$ cat src/rtl/dff_reg_arbiter.sv
// Round-robin arbiter owning a shared DATA_W-bit D-register.
// Optional macro DFF_ARB_FIXED_PRIO_EN: fixed priority, req[0] highest.
module dff_reg_arbiter #(
    parameter int NUM_REQ = 4,
    parameter int DATA_W  = 8,
    parameter int OWN_W   = 2
) (
    input  logic                      clk,
    input  logic                      rst_n,
    input  logic [NUM_REQ-1:0]        req,
    input  logic [NUM_REQ*DATA_W-1:0] wdata,
    input  logic                      clr,
    output logic [NUM_REQ-1:0]        gnt,
    output logic                      busy,
    output logic [DATA_W-1:0]         Q,
    output logic                      q_valid,
    output logic [OWN_W-1:0]          owner
);

    typedef enum logic {
        S_IDLE,
        S_WRITE
    } state_t;

    state_t               r_state;
    state_t               w_state_nxt;
    logic [NUM_REQ-1:0]   r_gnt;
    logic [NUM_REQ-1:0]   w_gnt_nxt;
    logic [OWN_W-1:0]     r_win;
    logic [OWN_W-1:0]     w_win_nxt;
    logic [OWN_W-1:0]     r_ptr;
    logic [OWN_W-1:0]     r_owner;
    logic [DATA_W-1:0]    r_q;
    logic                 r_qv;
    logic [OWN_W-1:0]     w_win;
    logic                 w_found;
    logic                 w_wr_done;
    logic [OWN_W-1:0]     w_ptr_nxt;

    assign w_wr_done = (r_state == S_WRITE);
    assign w_ptr_nxt = (r_win == OWN_W'(NUM_REQ - 1)) ? '0 : r_win + 1'b1;

    assign gnt     = r_gnt;
    assign busy    = w_wr_done;
    assign Q       = r_q;
    assign q_valid = r_qv;
    assign owner   = r_owner;

    // Scan from ptr downward-in-priority so the closest set bit wins last
    always_comb begin
        w_found = 1'b0;
        w_win   = '0;
        for (int k = NUM_REQ - 1; k >= 0; k--) begin
            if (req[(int'(r_ptr) + k) % NUM_REQ]) begin
                w_found = 1'b1;
                w_win   = OWN_W'((int'(r_ptr) + k) % NUM_REQ);
            end
        end
    end

    // Next-state and grant: one IDLE evaluation, then exactly one WRITE cycle
    always_comb begin
        w_state_nxt = r_state;
        w_gnt_nxt   = r_gnt;
        w_win_nxt   = r_win;
        unique case (r_state)
            S_IDLE: begin
                if (w_found) begin
                    w_state_nxt = S_WRITE;
                    w_gnt_nxt   = NUM_REQ'(1) << w_win;
                    w_win_nxt   = w_win;
                end
            end
            S_WRITE: begin
                w_state_nxt = S_IDLE;
                w_gnt_nxt   = '0;
            end
            default: begin
                w_state_nxt = S_IDLE;
                w_gnt_nxt   = '0;
            end
        endcase
    end

    // FSM, grant and latched winner registers
    always_ff @(posedge clk or negedge rst_n) begin
        if (!rst_n) begin
            r_state <= S_IDLE;
            r_gnt   <= '0;
            r_win   <= '0;
        end else begin
            r_state <= w_state_nxt;
            r_gnt   <= w_gnt_nxt;
            r_win   <= w_win_nxt;
        end
    end

    // Shared register: clr wins over a completing write
    always_ff @(posedge clk or negedge rst_n) begin
        if (!rst_n) begin
            r_q  <= '0;
            r_qv <= 1'b0;
        end else if (clr) begin
            r_q  <= '0;
            r_qv <= 1'b0;
        end else if (w_wr_done) begin
            r_q  <= wdata[r_win*DATA_W +: DATA_W];
            r_qv <= 1'b1;
        end
    end

    // Owner and round-robin pointer advance on every completed write
    always_ff @(posedge clk or negedge rst_n) begin
        if (!rst_n) begin
            r_owner <= '0;
            r_ptr   <= '0;
        end else if (w_wr_done) begin
            r_owner <= r_win;
`ifdef DFF_ARB_FIXED_PRIO_EN
            r_ptr   <= '0;
`else
            r_ptr   <= w_ptr_nxt;
`endif
        end
    end

endmodule

$ cat config.mk
export PLATFORM = sky130hd
export DESIGN_NAME = dff_reg_arbiter
export DESIGN_NICKNAME = d
export VERILOG_FILES = /design/src/rtl/dff_reg_arbiter.sv
export SDC_FILE = /design/constraint.sdc
export NUM_CORES = 1
export LEC_CHECK = 0
export BUFFER_PORTS_ARGS = -buffer_cell sky130_fd_sc_hd__buf_2
export CAP_MARGIN = 20
export CORE_UTILIZATION = 44
export CTS_BUF_LIST = sky130_fd_sc_hd__clkbuf_16
export DETAILED_ROUTE_END_ITERATION = 10
export PLACE_DENSITY_LB_ADDON = 0.1
export SLEW_MARGIN = 20
export SYNTH_ARGS = -nofsm -noshare
export SYNTH_HDL_FRONTEND = slang
export SYNTH_SLANG_ARGS = --single-unit
$ cat constraint.sdc
create_clock -name clk -period 1.7 [get_ports clk]
set_input_delay 0 -clock clk [delete_from_list [all_inputs] [get_ports clk]]
set_output_delay 0 -clock clk [all_outputs]
set_load 0.02 [all_outputs]
* After elaboration in Yosys (flattened, before gate mapping)
Cells that the tools add are included.
Storage, ports and cells: bits in registers 20, bits in latches 0, RAM bits 0, ROM bits 0, input bits 39, memories 0
Operators by class: add/sub/neg operators 4, multiply operators 0, div/mod/pow operators 0, order comparisons 4, eq/ne operators 2, shift-type cells 2, mux-type cells 28, bitwise operators 4, reductions and logical operators 5
Operators by type and width (count):
- 32-bit by 6-bit variable part select with 8-bit output | 1
- 8-bit 2-to-1 mux | 2
- 1-bit 2-to-1 mux | 14
- 3-bit by 4-bit less-than comparator with 1-bit output (second input constant) | 3
- 2-bit 2-to-1 mux | 5
- 1-bit binary-select mux with 2-bit select | 4
- 4-bit one-hot mux with 2 select lines | 1
- 2-bit OR reduction | 3
- 2-bit by 1-bit adder with 2-bit output (second input constant) | 2
- 2-bit adder (second input constant) | 2
- 4-bit 2-to-1 mux | 1
- 1-bit by 2-bit left shift with 4-bit output (first input constant) | 1
- 1-bit AND (first input constant) | 3
- 2-bit by 3-bit less-than comparator with 1-bit output (second input constant) | 1
- 2-bit equality test (second input constant) | 1
- 2-bit != test (second input constant) | 1
- 1-bit one-hot mux with 2 select lines | 1
- 2-bit AND reduction | 1
- 2-bit nonzero test | 1
- 1-bit NOT | 1

* Longest topological paths before layout
Gate-level depths: netlist of run 1.
depth after elaboration 13, mapped depth 5

* Worst setup path after synthesis of run 1
No wires, ideal clock.
path kind register to register, start register r_win[0], end register r_q[0] (netlist: Q[0]), library setup time 130 ps, data arrival time 1239 ps, required time 1570 ps, setup slack 331 ps, cell stages (with the launch flop) 5, path buffers 1, path through dfrtp_1 -> buf_4 -> mux4_2 -> mux2i_1 -> nor2_1
Between the ends: cells in the longest elaborated chain, start to end 3
Ends and longest elaborated chain:
- start: declaration | RTL line 29 | logic [OWN_W-1:0] r_win;
- start signal: assignment | RTL line 94 | r_win <= w_win_nxt;
- 32-bit by 6-bit variable part select with 8-bit output | RTL line 107 | r_q <= wdata[r_win*DATA_W +: DATA_W];
- 8-bit 2-to-1 mux | RTL line 106 | end else if (w_wr_done) begin
- 8-bit 2-to-1 mux | RTL line 103 | end else if (clr) begin
- end signal: assignment | RTL line 107
- end: declaration | RTL line 33 | logic [DATA_W-1:0] r_q;
Every way passes these cells. The select of a mux whose other input is x is not followed. A chain may end at the register's enable or synchronous reset.

* Worst setup path in the final report of run 1
Same ends and word-level chain as after synthesis.

==> reports/results.txt, run 1 <==
The run finished with clean final reports. The count of nets left with antenna violations once routing finished came out at 0. The maximum fanout along the worst path was 4; the detailed-route DRC error count was 0. The post-route netlist has 56.3% of its cells at a drive strength greater than 1.

The worst setup path is launched from a flip-flop. The wire length of the first global-routing pass was 3980 um; the final critical-path required period was 1430 ps. The logs give 1 for the maximum level of the CTS H-tree and 56.5 ps for the minimum hold slack. Measured along the y axis, the die boundary spans 51.8 um. The later pin in the worst-skew pair is clocked with a latency of 250 ps. For the tightest slew margin relative to the limit, the log shows 68.0%.

The leakage component of the power is 0.775 nW, and the yosys synthesis warning count is 0. The setup check on the worst reg-to-reg path leaves a slack of 270 ps. The via count of the first global-routing pass is 893. The total inserted antenna cells is 0.

The worst setup path is captured at a flip-flop. Measured along the x axis, the die boundary spans 51.8 um. The worst hold path begins at clr. The largest total area in the synthesized netlist belongs to sky130_fd_sc_hd__dfrtp_1. The area share of the largest cell type after synthesis was 45.9%; the initial antenna violation count was 0.

The total area inside the core boundary comes to 2280 um2. The initial utilization of the core area, before any placement, comes to 47.9%. The launch instance of the worst register-to-register path was r_win[0]$_DFFE_PN0P_.

For the count of endpoints failing hold in the final timing report, the log shows 0. Max capacitance violation total: 0. After detailed routing, the met2 layer carries 1260 um of wire. Summing all placed instances gives a cell area of 1390 um2.

After detailed placement, the design holds a cell count of 165. By area the synthesized netlist is led by sky130_fd_sc_hd__dfrtp_1 46%, sky130_fd_sc_hd__mux4_2 17%, sky130_fd_sc_hd__mux2i_1 8.3%, sky130_fd_sc_hd__nor2_1 4.5%, sky130_fd_sc_hd__mux2_2 3.1%. The detailed router put a total of 1020 um of wire on met1. The routed design has 2450 um of wire. Data on the critical path is required at its endpoint by 1840 ps. The tools report the number of DRC markers after the initial detailed-route iteration as 5. The pre-antenna-repair detailed-routing pass consisted of 3 iterations. The classification of the worst-slack hold path is input pin to flip-flop.

For this design, the sink count on the clock tree is 20. Prior to clock tree synthesis, the placed netlist has a worst setup slack of 264 ps. Routed signal wires occupy layers up through met4.

The slowest cell on the critical path was sky130_fd_sc_hd__mux4_2. The run gives 1500 um2 as the cell area after layout. Master cell of the clock root buffer: sky130_fd_sc_hd__clkbuf_16. In this run the worst setup path begins at r_win[0]$_DFFE_PN0P_.

After synthesis, the netlist uses 28 different library cells. 55 I/O pins were placed. Commonest non-fill, non-tap cell in the layout: sky130_fd_sc_hd__buf_2. The final routed wire length divided by cell count works out to 14.4 um. The layout has 172 filler cells. The delay contributed by the slowest stage of the critical path was 500 ps; the sequential area share after synthesis was 45.9%. Summed over all layers, the global routing overflow is 0. The number of cells produced by synthesis came out at 85. Walking the worst path, the cells encountered are buf_4 > mux4_2 > mux2i_1 > nor2_1.

The synthesized flop and latch total was 20. Setup repair after global routing left no endpoint under its margin. IR analysis of the VDD net gives a maximum drop of 0.00131 V. Across all setup checks in the final design, the least slack found is 272 ps. For the upper clock frequency limit, the log shows 0.700 GHz.

TritonCTS built the clock tree. The top cell types in the final layout, fill and taps aside, are 54 x sky130_fd_sc_hd__buf_2, 20 x sky130_fd_sc_hd__dfrtp_1, 13 x sky130_fd_sc_hd__nor2_1, 9 x sky130_fd_sc_hd__mux2i_1, 8 x sky130_fd_sc_hd__mux4_2. The floorplan step defined a die boundary enclosing 2680 um2. The routed design uses 131 um of met3 wire.

The CTS clock-pin slew for the worst setup and hold paths was 60 ps; the final design utilization was 66.0%. Summing internal, switching and leakage power gives 2.41 mW. The synthesis-to-layout area growth was 37.9%; the site row count was 17.

For the number of clock buffers inserted by TritonCTS, the log shows 3. Post-layout instance count excluding filler cells: 170. The average cell area after synthesis is 12.8 um2. The final critical path takes up 84.0% of the cycle. Adding up every negative setup slack in the final design gives 0 ps.

Largest buffer count on any clock path: 2. The maximum number of pins on one net before global-route repair was 21. The power density over cell area came out at 1600 nW/um2. The vias per cell works out to 5.31. For the pin with the worst max-slew slack, the measured transition is 476 ps. The net count of the finished layout is 183.

The number of buffer cells added on primary ports came out at 54. The cell area after technology mapping came out at 1090 um2. The number of nets in the synthesized netlist is 125, and the data arrival time at the worst-slack endpoint is 1570 ps. Detailed placer's ending HPWL: 1910 um. Weighted congestion at the end of routability-driven global placement: 0.736. For the final database, setup skew stands at 0.712 ps.

For the final number of setup-violating endpoints, the log shows 0. Detailed routing inserted a total of 902 vias. In the global route stage, overall resource usage came out at 21.0%. The worst setup path is of the flip-flop to flip-flop kind. The run gives 0 as the count of final max-slew check failures.
==> per-layer routing <==
| layer | track usage, % | up-vias |
|---|---|---|
| li1 | - | 426 |
| met1 | 24.4 | 439 |
| met2 | 38.3 | 33 |
| met3 | 5.85 | 4 |
| met4 | 4.50 | 0 |
| met5 | 0 | - |
==> worst max-delay path, delay by kind of cell, from the launching register on <==
kind,cells,cell delay [ps]
buf+inv,1,190
flops,1,430
simple gates,1,50
mux,2,650
==> sequential cells by signal (all words and copies together), names as in the netlist <==
register and cells:
r_win 2, q_valid 1, owner 2, Q 8
r_ptr 2, gnt 4, busy 1
==> final cells by class <==
type                            instances  area (um2)  area share, %
Multi-Input combinational cell         58         548           36.5
Sequential cell                        20         500           33.3
Timing Repair Buffer                   59         310           20.6
Clock buffer                            3        75.1           5.00
Tap cell                               28        35.0           2.33
Clock inverter                          1        30.0           2.00
Inverter                                1        3.75          0.250
==> cells in the mapped netlist (all sizes together) <==
library cell	count
o221ai	1
nand2b	1
o21ai	3
inv	1
mux4	8
and2b	1
a32o	2
dfrtp	20
nand2	5
o41ai	1
mux2i	9
o22ai	1
nor4	1
o21a	1
buf	6
nor3	1
nor2	14
mux2	4
a21oi	3
o22a	1
ha	1
==> logic make-up (layout without fill, tap and decap cells) <==
group,count (synthesis),in the layout,share of synthesized area (%)
AND/OR/NAND/NOR,23,23,10.8
multiplexers,21,21,29.3
buffers and inverters,7,64,3.79
adder cells (fa/ha/maj),1,1,1.15
AO/OA/AOI/OAI,13,13,9.07
flip-flops,20,20,45.9
==> final timing paths <==
kind                                        to  cells after the start
setup / recovery              Q[0]$_DFFE_PN0P_                      4
hold / removal                Q[0]$_DFFE_PN0P_                      2
setup reg to reg              Q[0]$_DFFE_PN0P_                      4
hold reg to reg             gnt[2]$_DFFE_PN0P_                      2
max in group asynchronous   gnt[0]$_DFFE_PN0P_                      2
min in group asynchronous  q_valid$_DFFE_PN0P_                      2
==> timing repair <==
action	CTS	global route
hold buffers	1	0
resized for setup	0	0
setup endpoints to repair	0	0
buffers inserted	0	0
endpoints found under the hold margin	20	0
==> where the power goes <==
group          switching [mW]  leakage [nW]  internal [mW]  total (mW)
Sequential              0.159         0.257          0.628       0.788
Combinational           0.461         0.467          0.514       0.975
Clock                   0.180        0.0511          0.467       0.647
Power figures use the tool's default switching activity.
==> run 2: changes to the inputs <==
==> constraint.sdc (replaced) <==
create_clock -name clk -period 1.4 [get_ports clk]
set_input_delay 0 -clock clk [delete_from_list [all_inputs] [get_ports clk]]
set_output_delay 0 -clock clk [all_outputs]
set_load 0.02 [all_outputs]
==> run 2 against run 1 <==
Combinational power increased by 31%; die area unchanged; critical endpoint is now Q[2]$_DFFE_PN0P_; power increased by 16%; highest routed layer is now met3; hold slack got worse by 15 ps; final cell count increased by 0.59%; worst setup slack got worse by 240 ps; flip-flop and latch count unchanged.
==> reports/results.txt, run 2 (synthesis gave the netlist of run 1 again) <==
The logs give 898 (-0.44%) for the total vias in the final route and 69.4% (+1.4 points) for the tightest slew margin relative to the limit. The vertical die dimension came out at 51.8 um (unchanged). The run gives 0 ps (unchanged) as the aggregate negative setup slack. The run finished with clean final reports.

The final routed wire length divided by cell count came out at 13.9 um (-3.8%). The top cell types in the final layout, fill and taps aside, are 54 x sky130_fd_sc_hd__buf_2, 20 x sky130_fd_sc_hd__dfrtp_1, 13 x sky130_fd_sc_hd__nor2_1, 9 x sky130_fd_sc_hd__mux2i_1, 8 x sky130_fd_sc_hd__mux4_2. For the global-route congestion overflow total, the log shows 0 (unchanged).

The data arrival time at the worst-slack endpoint is 1500 ps (-70 ps), and the length of the first detailed-routing pass in iterations is 4 (+1). The maximum resistive drop on vdd came out at 0.00123 V (-6.0%). The count of final max-slew check failures is 0 (unchanged).

Final critical-path required period: 1370 ps (-57.5 ps). The maximum number of pins on one net before global-route repair was 21 (unchanged); the initial antenna violation count was 0 (unchanged). The logs give 184 (+0.55%) for the number of nets at the end of the flow and 1410 um2 (+1.4%) for the instance area at placement. The total inserted antenna cells was 0 (unchanged).

STA classifies the critical path startpoint as a flip-flop. The worst-skew pair later-pin latency is 250 ps (about the same), and the count of clock tree sinks is 20 (unchanged). The CTS clock-pin slew for the worst setup and hold paths came out at 50 ps (about the same). The largest clock skew in the final design is 1.10 ps (+0.392 ps). The I/O pin count is 55 (unchanged).

The logs give 0 (unchanged) for the detailed-route DRC error count and 0.730 GHz (+4.2%) for the upper clock frequency limit. The flip-flop count of the largest register, all copies and words added is 8 (unchanged). Maximum fanout along the worst path: 8 (+4). TritonCTS built the clock tree.

For the overall power of the completed layout, the log shows 2.79 mW (+16%). The commonest non-fill, non-tap cell in the layout is sky130_fd_sc_hd__buf_2. The measured slew at the worst slew-check pin was 455 ps (-20.5 ps); the die boundary width was 51.8 um (unchanged). The share of layout cells above drive strength 1 was 56.6% (+0.31 points); the vias per cell was 5.25 (-1.0%). For the via count of the first global-routing pass, the log shows 895 (+0.22%). The final design utilization was 65.9% (-0.11 points).

Setup repair after global routing could not meet its margin everywhere. Part of the cycle the worst path needs: 97.9% (+14 points). For the leakage component of the power, the log shows 0.771 nW (-0.59%). The final number of setup-violating endpoints was 0 (unchanged). For the wire length of the first global-routing pass, the log shows 3860 um (-2.9%). STA classifies the critical path endpoint as a flip-flop. Number of nets with antenna violations after detailed routing: 0 (unchanged). The maximum level of the CTS H-tree was 1 (unchanged); the setup slack of the worst register-to-register path was 30 ps (-240 ps). The tools report the overall die area as 2680 um2 (unchanged). The run gives 17 (unchanged) as the site row count. Classification of the worst-slack hold path: input pin to flip-flop. The largest buffer count on any clock path is 2 (unchanged).

The tools report the total wirelength of the detailed-routed design as 2370 um (-3.3%). For the core footprint, the log shows 2280 um2 (unchanged). CTS placed an instance of sky130_fd_sc_hd__clkbuf_16 at the clock tree root.

For the cell area after layout, the log shows 1500 um2 (-0.17%). Number of buffer cells added on primary ports: 54 (unchanged). The run gives 3 (unchanged) as the number of clock buffers inserted by TritonCTS. The run gives 1880 um (-1.3%) as the detailed placer's ending HPWL.

Power density over cell area: 1860 nW/um2 (+16%). The tools report the worst path required time as 1530 ps (-310 ps). The count of endpoints failing hold in the final timing report was 0 (unchanged). The global-route usage over all layers is 19.9% (-1.2 points).

The run gives 47.9% (unchanged) as the starting utilization of the core area. The setup path with the least slack is of type flip-flop to flip-flop. For the max capacitance violation total, the log shows 0 (unchanged). The logs give 0.719 (-2.3%) for the weighted congestion at the end of routability-driven global placement and 16 (+11) for the number of DRC markers after the initial detailed-route iteration. The synthesis-to-layout area growth works out to 37.7%.
## run 2: final timing paths
kind | cells past startpoint | start | endpoint
min in group asynchronous | 2 | rst_n | r_ptr[0]$_DFFE_PN0P_
max in group asynchronous | 2 | rst_n | gnt[2]$_DFFE_PN0P_
worst min-delay path | 2 | clr | Q[5]$_DFFE_PN0P_
worst min register to register | 2 | gnt[0]$_DFFE_PN0P_ | gnt[0]$_DFFE_PN0P_
worst max register to register | 4 | r_win[0]$_DFFE_PN0P_ | Q[2]$_DFFE_PN0P_
worst max-delay path | 4 | r_win[0]$_DFFE_PN0P_ | Q[2]$_DFFE_PN0P_
## run 2: cell type report
class	instances	area, um2
fill	192	776
multi-input combinational	58	552
sequential	20	500
timing repair buffer	60	330
clock buffer	3	75.1
tap	28	35.0
clock inverter	1	3.75
inverter	1	3.75
## run 2: power by group
group | internal, mW | total (mW) | switching (mW)
Clock | 0.380 | 0.575 | 0.196
Sequential | 0.764 | 0.930 | 0.166
Combinational | 0.686 | 1.28 | 0.594
## run 2: worst max-delay path: stages (launching register included)
cell and delay, ps:
sky130_fd_sc_hd__dfrtp_1 390, sky130_fd_sc_hd__buf_12 150, sky130_fd_sc_hd__mux4_2 480, sky130_fd_sc_hd__mux2i_1 160, sky130_fd_sc_hd__nor2_1 70
## run 2: what timing repair did
| item | in CTS | in global routing |
|---|---|---|
| setup endpoints to repair | 0 | 12 |
| resized for setup | 0 | 1 |
| buffers inserted | 0 | 0 |
| hold endpoints to repair | 20 | 0 |
| hold buffers | 1 | 0 |
## run 2: stage by stage
step / std cells / setup WS (ps) / hold WS (ps)
after floorplan: 85 / 31.1 / -296
after global placement: 166 / 77.2 / -19.0
after detailed placement: 166 / 57.1 / -24.4
after CTS: 171 / 21.4 / 49.3
after global routing: 171 / -44.8 / 55.6
final: 171 / 29.8 / 41.1
## run 2: metal layers
metal	vias up	GRT usage [%]	routed length, um
li1	434	-	-
met1	438	24.3	1010
met2	26	36.6	1260
met3	0	3.22	100
met4	0	4.05	0
met5	-	0	0
==> run 3: changes to the inputs <==
==> constraint.sdc (replaced) <==
create_clock -name clk -period 1.4 [get_ports clk]
set_input_delay 0.07 -clock clk [delete_from_list [all_inputs] [get_ports clk]]
set_output_delay 0.07 -clock clk [all_outputs]
set_load 0.02 [all_outputs]
==> run 3 against run 2 <==
Worst setup slack got worse by 1.5 ps; final area grew 0.58%; clock power grew 2%; die area unchanged.
==> reports/results.txt, run 3 (synthesis gave the netlist of run 1 again) <==
The critical path goes through buf_12 > mux4_2 > mux2i_1 > nor2_1. Number of buffer cells added on primary ports: 54 (unchanged). The worst setup path is launched from a flip-flop.

The maximum fanout along the worst path is 8 (unchanged). The share of layout cells above drive strength 1 works out to 57.6% (+1.0 points). The switching portion of total power was 34.5% (+0.20 points); the count of final max-slew check failures was 0 (unchanged). Overall die area: 2680 um2 (unchanged). The upper clock frequency limit was 0.729 GHz (-0.11%); the max capacitance violation total was 0 (unchanged). The run gives 0 (unchanged) as the initial antenna violation count.

TritonCTS built the clock tree. The final critical-path required period is 1370 ps (+1.51 ps), and the die boundary width is 51.8 um (unchanged). The commonest non-fill, non-tap cell in the layout was sky130_fd_sc_hd__buf_2.

Worst hold path endpoint: Q[6]$_DFFE_PN0P_. The core footprint was 2280 um2 (unchanged). The number of post-CTS setup repair buffers is 0 (unchanged).

The launch instance of the worst register-to-register path is r_win[0]$_DFFE_PN0P_. The number of nets at the end of the flow is 185 (+0.54%). The number of cells traversed by the worst hold path works out to 2 (unchanged). The leakage component of the power was 0.775 nW (+0.60%).

For the count of clock tree sinks, the log shows 20 (unchanged). The final number of setup-violating endpoints is 0 (unchanged). The maximum level of the CTS H-tree is 1 (unchanged). The run finished with clean final reports. The final routed wire length divided by cell count was 14.4 um (+3.7%). The worst reg-to-reg path cell count works out to 4 (unchanged). The type of element capturing the critical path was a flip-flop.

The largest clock skew in the final design was 1.30 ps (+0.201 ps). The vias per cell was 5.40 (+2.7%); the total vias in the final route was 928 (+3.3%). The run gives 0.967 mW (+1.1%) as the switching power. For the number of DRC markers after the initial detailed-route iteration, the log shows 9 (-7). The worst path required time is 1540 ps (about the same), and the power density over cell area is 1860 nW/um2 (about the same).

The number of clock buffers inserted by TritonCTS came out at 3 (unchanged). Endpoint of the worst register-to-register path: Q[6]$_DFFE_PN0P_. The tools report the count of endpoints failing hold in the final timing report as 0 (unchanged). Classification of the worst-slack hold path: input pin to flip-flop. The tightest slew margin relative to the limit is 68.1% (-1.2 points), and the weighted congestion at the end of routability-driven global placement is 0.727 (+1.1%). For the via count of the first global-routing pass, the log shows 882 (-1.5%). The largest buffer count on any clock path was 2 (unchanged); the clock network fraction of total power was 20.9% (+0.3 points).

The tools report the I/O pin count as 55 (unchanged). The start point of the worst min-delay path is clr. The logs give 4 (unchanged) for the length of the first detailed-routing pass in iterations and 1510 um2 (+0.58%) for the cell area after layout. The power share of the combinational group came out at 45.8% (-0.2 points).

The data arrival time at the worst-slack endpoint is 1510 ps (about the same). The aggregate negative setup slack was 0 ps (unchanged); the vertical die dimension was 51.8 um (unchanged). Type of the worst setup path: flip-flop to flip-flop. The run gives 30 ps (about the same) as the setup slack of the worst register-to-register path. The number of nets with antenna violations after detailed routing is 0 (unchanged), and the synthesis-to-layout area growth is 38.5%.

The logs give 21 (unchanged) for the maximum number of pins on one net before global-route repair and 1.83 mW (+0.23%) for the cell internal power dissipation. The flip-flop count of the largest register, all copies and words added works out to 8 (unchanged). The maximum resistive drop on vdd is 0.00121 V (-1.8%). Delay contributed by the slowest stage of the critical path: 500 ps (+20 ps).

The global-route congestion overflow total was 0 (unchanged). Among all stages on the critical path, the largest delay is contributed by sky130_fd_sc_hd__mux4_2. The global-route usage over all layers was 20.1% (+0.21 points); the CTS clock-pin slew for the worst setup and hold paths was 50 ps (about the same). Setup repair after global routing could not meet its margin everywhere. The instance area at placement was 1420 um2 (+0.53%).

The fill cell total of the finished layout is 173 (-9.9%). The starting utilization of the core area is 47.9% (unchanged), and the total wirelength of the detailed-routed design is 2470 um (+4.3%). The detailed-route DRC error count was 0 (unchanged); the wire length of the first global-routing pass was 3860 um (-0.18%). In the layout the commonest cells are 54 x sky130_fd_sc_hd__buf_2, 19 x sky130_fd_sc_hd__dfrtp_1, 13 x sky130_fd_sc_hd__nor2_1, 9 x sky130_fd_sc_hd__mux2i_1, 8 x sky130_fd_sc_hd__mux4_2. The part of the cycle the worst path needs is 98.0% (+0.11 points), and the measured slew at the worst slew-check pin is 478 ps (+22.3 ps). The tools report the worst-skew pair later-pin latency as 250 ps (about the same). Detailed placer's ending HPWL: 1920 um (+2.3%). The total inserted antenna cells was 0 (unchanged); the site row count was 17 (unchanged). The power share of the sequential group was 33.2% (-0.2 points). Master cell of the clock root buffer: sky130_fd_sc_hd__clkbuf_16.
==> run 3: cell count changes in the layout (fill, tap and decap cells not counted) <==
cell                      change
sky130_fd_sc_hd__buf_4        +1
sky130_fd_sc_hd__dfrtp_1      -1
sky130_fd_sc_hd__dfrtp_2      +1
==> run 3: layout make-up <==
| type | count | area, um2 | share of cell area [%] |
|---|---|---|---|
| inverter | 1 | 3.75 | 0.249 |
| clock buffer | 3 | 75.1 | 4.98 |
| sequential | 20 | 502 | 33.3 |
| multi-input combinational | 58 | 552 | 36.6 |
| clock inverter | 1 | 3.75 | 0.249 |
| timing repair buffer | 61 | 338 | 22.4 |
| tap | 28 | 35.0 | 2.32 |
==> run 3: repair_timing <==
action | 4_1_cts | 5_1_grt
resized for setup | 0 | 2
endpoints found under the hold margin | 20 | 0
hold buffers | 1 | 0
setup endpoints to repair | 0 | 8
==> run 3: worst max path at each step <==
stage,depth (start not counted),slack [ps],end,startpoint
2_1_floorplan,4,30,Q[0]$_DFFE_PN0P_,r_win[0]$_DFFE_PN0P_
3_3_place_gp,4,80,Q[7]$_DFFE_PN0P_,r_win[0]$_DFFE_PN0P_
3_5_place_dp,4,20,Q[6]$_DFFE_PN0P_,r_win[0]$_DFFE_PN0P_
4_1_cts,4,10,Q[6]$_DFFE_PN0P_,r_win[0]$_DFFE_PN0P_
5_1_grt,4,-60,Q[0]$_DFFE_PN0P_,r_win[0]$_DFFE_PN0P_
6_report,4,30,Q[6]$_DFFE_PN0P_,r_win[0]$_DFFE_PN0P_
==> run 3: routing by layer <==
metal / share of wire [%] / up-vias / GRT usage (%)
met5: 0 / - / 0
met4: 0.40 / 0 / 4.05
met3: 5.6 / 2 / 4.97
met2: 52 / 36 / 35.5
met1: 42 / 454 / 24.8
li1: - / 436 / -
==> run 3: critical path: cells and delay by family (launching register included) <==
| kind | cells | cell delay [ps] |
|---|---|---|
| and+or+nand+nor | 1 | 60 |
| DFF | 1 | 380 |
| buffers and inverters | 1 | 150 |
| muxes | 2 | 660 |
==> run 3: power by group through the flow <==
stage	clock network [mW]	logic, mW	registers, mW
after detailed placement	0	1.29	0.938
after floorplan	0	0.811	1.03
final	0.587	1.28	0.930
after global routing	0.617	1.41	0.962
after global placement	0	1.26	0.936
after CTS	0.597	1.30	0.929
==> run 3: per-stage QoR <==
| stage | power, mW | instances | worst slack [ps] | hold WS, ps | utilization (%) |
|---|---|---|---|---|---|
| detailed placement | 2.22 | 167 | 15.1 | 55.2 | 62.2 |
| CTS | 2.83 | 172 | 13.0 | 117 | 66.1 |
| floorplan | 1.84 | 85 | 31.1 | -226 | - |
| global placement | 2.19 | 167 | 77.3 | 49.6 | 62.2 |
| finish | 2.80 | 172 | 28.3 | 108 | 66.3 |
| global route | 2.99 | 172 | -55.3 | 131 | 66.3 |
